===== config.mk =====
export PLATFORM = sky130hd
export DESIGN_NAME = icache_direct_mapped
export DESIGN_NICKNAME = d
export VERILOG_FILES = /design/src/rtl/icache_direct_mapped.sv
export SDC_FILE = /design/constraint.sdc
export NUM_CORES = 1
export LEC_CHECK = 0
export CORE_UTILIZATION = 55
export CTS_CLUSTER_DIAMETER = 120
export DETAILED_ROUTE_END_ITERATION = 7
export PLACE_DENSITY = 0.74
export SYNTH_ARGS = -nofsm -noshare
export SYNTH_HDL_FRONTEND = slang
export SYNTH_SLANG_ARGS = --single-unit

===== constraint.sdc =====
create_clock -name CLK -period 17.5 [get_ports CLK]
set_input_delay 3.5 -clock CLK [delete_from_list [all_inputs] [get_ports CLK]]
set_output_delay 3.5 -clock CLK [all_outputs]
set_load 0.01 [all_outputs]

===== src/rtl/icache_direct_mapped.sv =====
// Direct-mapped, read-only instruction cache.
// Serves hits combinationally from PC. On a miss it stalls the CPU,
// fetches a 4-word block from instruction memory, installs it, and then
// serves the instruction from the cache.
module icache_direct_mapped #(
    parameter int ADDR_BITS  = 10,
    parameter int INDEX_BITS = 3
) (
    input  logic                 CLK,
    input  logic                 RESET,
    input  logic [31:0]          PC,
    output logic [31:0]          INSTRUCTION,
    output logic                 BUSYWAIT,
    output logic                 MEM_READ,
    output logic [ADDR_BITS-5:0] MEM_ADDRESS,
    input  logic [127:0]         MEM_READDATA,
    input  logic                 MEM_BUSYWAIT
);

    localparam int TAG_BITS      = ADDR_BITS - 4 - INDEX_BITS;
    localparam int BLK_ADDR_BITS = ADDR_BITS - 4;
    localparam int NUM_BLOCKS    = 1 << INDEX_BITS;

    typedef enum logic [1:0] {
        S_IDLE,
        S_FETCH,
        S_UPDATE
    } state_e;

    state_e                    state_q, state_d;
    logic [BLK_ADDR_BITS-1:0]  miss_addr_q, miss_addr_d;
    logic [NUM_BLOCKS-1:0]     valid_q;
    logic [TAG_BITS-1:0]       tag_q  [NUM_BLOCKS];
    logic [3:0][31:0]          data_q [NUM_BLOCKS];

    logic [1:0]                pc_offset;
    logic [INDEX_BITS-1:0]     pc_index;
    logic [TAG_BITS-1:0]       pc_tag;
    logic [INDEX_BITS-1:0]     miss_index;
    logic [TAG_BITS-1:0]       miss_tag;
    logic                      hit;
    logic                      fill_en;
    logic                      busy;
    logic                      unused_pc;

    // Address split; the upper PC bits and the byte offset within a word are ignored.
    assign pc_offset  = PC[3:2];
    assign pc_index   = PC[INDEX_BITS+3:4];
    assign pc_tag     = PC[ADDR_BITS-1:INDEX_BITS+4];
    assign unused_pc  = ^{PC[31:ADDR_BITS], PC[1:0]};

    assign miss_index = miss_addr_q[INDEX_BITS-1:0];
    assign miss_tag   = miss_addr_q[BLK_ADDR_BITS-1:INDEX_BITS];

    assign hit        = valid_q[pc_index] && (tag_q[pc_index] == pc_tag);

    // The block is installed on the cycle memory reports completion; the
    // fill always targets the latched miss address, never the live PC.
    assign fill_en    = (state_q == S_FETCH) && !MEM_BUSYWAIT;

    assign INSTRUCTION = data_q[pc_index][pc_offset];
    assign MEM_ADDRESS = miss_addr_q;
    // Reset forces the stall low even though every lookup misses while valid bits are clear.
    assign BUSYWAIT    = busy & RESET;

    // State and miss-address registers.
    always_ff @(posedge CLK or negedge RESET) begin
        if (!RESET) begin
            // NOTE: sequential state uses non-blocking assignments so every
            // register samples the pre-edge values of the others.
            state_q     <= S_IDLE;
            miss_addr_q <= '0;
        end else begin
            state_q     <= state_d;
            miss_addr_q <= miss_addr_d;
        end
    end

    // Next-state logic and FSM-driven outputs.
    always_comb begin
        // NOTE: every output of this block gets a default first, otherwise
        // paths that skip an assignment would infer latches.
        state_d     = state_q;
        miss_addr_d = miss_addr_q;
        busy        = 1'b0;
        MEM_READ    = 1'b0;
        unique case (state_q)
            S_IDLE: begin
                busy = ~hit;
                if (!hit) begin
                    miss_addr_d = {pc_tag, pc_index};
                    state_d     = S_FETCH;
                end
            end
            S_FETCH: begin
                busy     = 1'b1;
                MEM_READ = 1'b1;
                if (!MEM_BUSYWAIT) begin
                    state_d = S_UPDATE;
                end
            end
            S_UPDATE: begin
                busy    = 1'b1;
                state_d = S_IDLE;
            end
            default: begin
                state_d = S_IDLE;
            end
        endcase
    end

    // Valid bits: cleared by reset, set when a block is installed.
    always_ff @(posedge CLK or negedge RESET) begin
        if (!RESET) begin
            valid_q <= '0;
        end else if (fill_en) begin
            valid_q[miss_index] <= 1'b1;
        end
    end

    // Tag and data storage, written only by a completed fill.
    always_ff @(posedge CLK) begin
        // NOTE: the tag/data arrays are deliberately not reset; the valid
        // bits alone decide whether their contents are meaningful.
        if (fill_en) begin
            tag_q[miss_index]  <= miss_tag;
            data_q[miss_index] <= MEM_READDATA;
        end
    end

endmodule

==> results_dict.tcl <==
set metrics [dict create \
    syn_area_um2 40500 \
    finalPower_mw 5.87 \
    synth.area.top_cells "edfxtp_1 (78%), mux4_2 (18%), mux2_2 (1.1%)" \
    fin_util_pct 64.1 \
    drt_first_pass_iters 5 \
    hold_violations 0 \
    synth_common_cells "edfxtp_1 (1048), mux4_2 (326), mux2_2 (40)" \
    nNetsFinal 1957 \
    cts_tree "yes" \
    yosysSeqAreaShare_pct 78.8 \
    start_util_pct 55.6 \
    syn_inst 1563 \
    clkLatencyLatePin_ns 0.65 \
    hold_path_class "reg2reg" \
    placedCellCount 2643 \
    grt_pass1_wl_um 121000 \
    cp-end-kind "output port" \
    portBuffers 178 \
    relSlewSlack_pct 24.1 \
    grt_setup_unrepaired "false" \
    syn_area_per_cell_um2 25.9 \
    core_area_um2 72800 \
    finalSetupViolCount 0 \
    dp_hpwl_um 41600 \
    yosysTopAreaCell "edfxtp_1" \
    netlist.area_leader.share_pct 77.8 \
    grt_start_max_net_pins 121 \
    ant_nets 0 \
    wl_um 81600 \
    whs_path_depth 1 \
    syn_nets 1730 \
    cp-start-kind "input pin" \
    p_leak_nw 14.5 \
    post_cts_buffers 0 \
    instances_no_fill 2839 \
    critPathSlowestCell "buf_4" \
    antenna_found_initial 19 \
    period_minus_slack_ns 11.27 \
    chipHeight_um 273 \
    slew_viol_final 0 \
    cts_hold_buf 0 \
    cpPeakStageDelay_ns 1.00 \
    grt_pass1_vias 18900 \
    worstPathRequired_ns 14.00 \
    gr-total-overflow 0 \
    clock_skew_ns 0.0191 \
    cts.clk_slew.worst_paths_ns 0.06 \
    cts.root.buffer_cell "clkbuf_16" \
    cts_buffers 104 \
    via_per_inst 6.17 \
    place_congestion 0.720 \
    synth_top_flop_cell "edfxtp_1" \
    drt_iter0_drc 1595 \
    drive_gt1_share_pct 29.7 \
    synth_edf_count 1048 \
    area_growth_pct 15.4 \
    io_pins 203 \
    period_share_pct 64.4 \
    die_area_um2 74700 \
    reg2regPathDepth 6 \
    max_freq_mhz 88.7 \
    cts_resized 0 \
    crit_fanout 79 \
    status "complete, no violations" \
    wl_per_cell_um 28.7 \
    clock-sinks 1064 \
    peakVddDrop_uv 143 \
    critPathArrivalTime_ns 7.77 \
    synth.distinct_cells 31 \
    drv_cap 0 \
    die_w_um 273 \
    setup_tns_ns 0 \
    htree_levels 3 \
    clock_path_buffers 3 \
    path_class "in2out" \
    fillers 4636 \
    synth_async_sr_flop_share_pct 1.50 \
    yosysWarnings 0 \
    ys_ff_latch 1064 \
    post-synth-top-count-cell "edfxtp_1" \
    rows 99 \
    tightest_slew_ns 1.14 \
    power_density_nw_per_um2 126 \
    worstPathCellList "buf_8 > buf_4 > buf_4 > mux4_2 > mux4_2 > mux2_2 > clkdlybuf4s50_1" \
    vias 17500 \
    grt.total_usage_pct 22.6 \
    route.detailed.drc 0 \
]
-- worst paths after layout --
path | startpoint | to | slack (ns)
max reg2reg | state_q[1] | data_q[6][38] | 13.25
min reg2reg | valid_q[2] | valid_q[2] | 0.47
max | PC[5] | INSTRUCTION[21] | 6.23
min in group asynchronous | RESET | MEM_ADDRESS[2] | 3.28
max in group asynchronous | RESET | valid_q[3] | 13.76
min | valid_q[2] | valid_q[2] | 0.47
-- per-stage QoR --
step | setup WS, ns | cell area, um2 | hold WS (ns)
after floorplan | 3.68 | 40500 | 0.434
after global placement | 6.00 | 43300 | 0.446
after detailed placement | 5.99 | 43300 | 0.452
after CTS | 5.97 | 46700 | 0.467
after global routing | 5.85 | 46700 | 0.482
final | 6.23 | 46700 | 0.465
-- flip-flops by register name (all words and copies together) (netlist names) --
register	flops
data_q	1024
tag_q	24
valid_q	8
MEM_ADDRESS	6
state_q	2
-- cell usage in the layout (no fill, tap or decap), drive strengths merged --
cell type and instances:
nand2b 3, bufinv 13, clkdlybuf4s50 173, nand3b 2, or2 8, nor2 7, a21oi 3, a31oi 1
inv 8, mux2i 6, and4 1, clkbuf 129, xor2 1, diode 6, ha 4, and3 1
clkinv 40, a22oi 2, mux2 40, nand3 1, edfxtp 1048, a31o 1, or3b 1, buf 27
a21o 1, nand2 1, nor2b 1, xnor2 1, dfrtp 16, mux4 326, clkinvlp 5, nor3 3
-- cell families after synthesis --
kind of cell	share of synthesized area [%]
muxes	19.4
AOI/OAI and AO/OA	0.130
xor gates and xnor gates	0.0433
and+or+nand+nor	0.417
DFF	78.8
buffers and inverters	1.12
adders and majority gates	0.124
-- routing by layer --
metal | up-vias | track usage (%) | share of wire [%]
met1 | 9431 | 30.0 | 39
met4 | 26 | 6.79 | 2.4
met3 | 145 | 5.42 | 6.9
met2 | 601 | 37.7 | 52
li1 | 7318 | - | -
met5 | - | 0 | 0.21
-- worst max-delay path: cells and delay by family --
family	cells	cell delay, ns
muxes	3	1.31
buffers and inverters	4	2.69
-- where the power goes --
| part | switching (mW) | leakage, nW | internal (mW) | total (mW) |
|---|---|---|---|---|
| combinational | 0.316 | 3.25 | 0.252 | 0.568 |
| sequential | 0.0582 | 9.63 | 3.03 | 3.09 |
| clock | 0.910 | 1.64 | 1.30 | 2.21 |
-- cell type report --
class / instances / area, um2 / share of cell area [%]
clock buffer: 129 / 2740 / 5.86
tap: 959 / 1200 / 2.57
sequential: 1064 / 31900 / 68.2
timing repair buffer: 200 / 2030 / 4.36
inverter: 5 / 18.8 / 0.0402
clock inverter: 61 / 641 / 1.37
antenna: 6 / 15.0 / 0.0321
multi-input combinational: 415 / 8200 / 17.5
(Power assumes the default switching activity.)
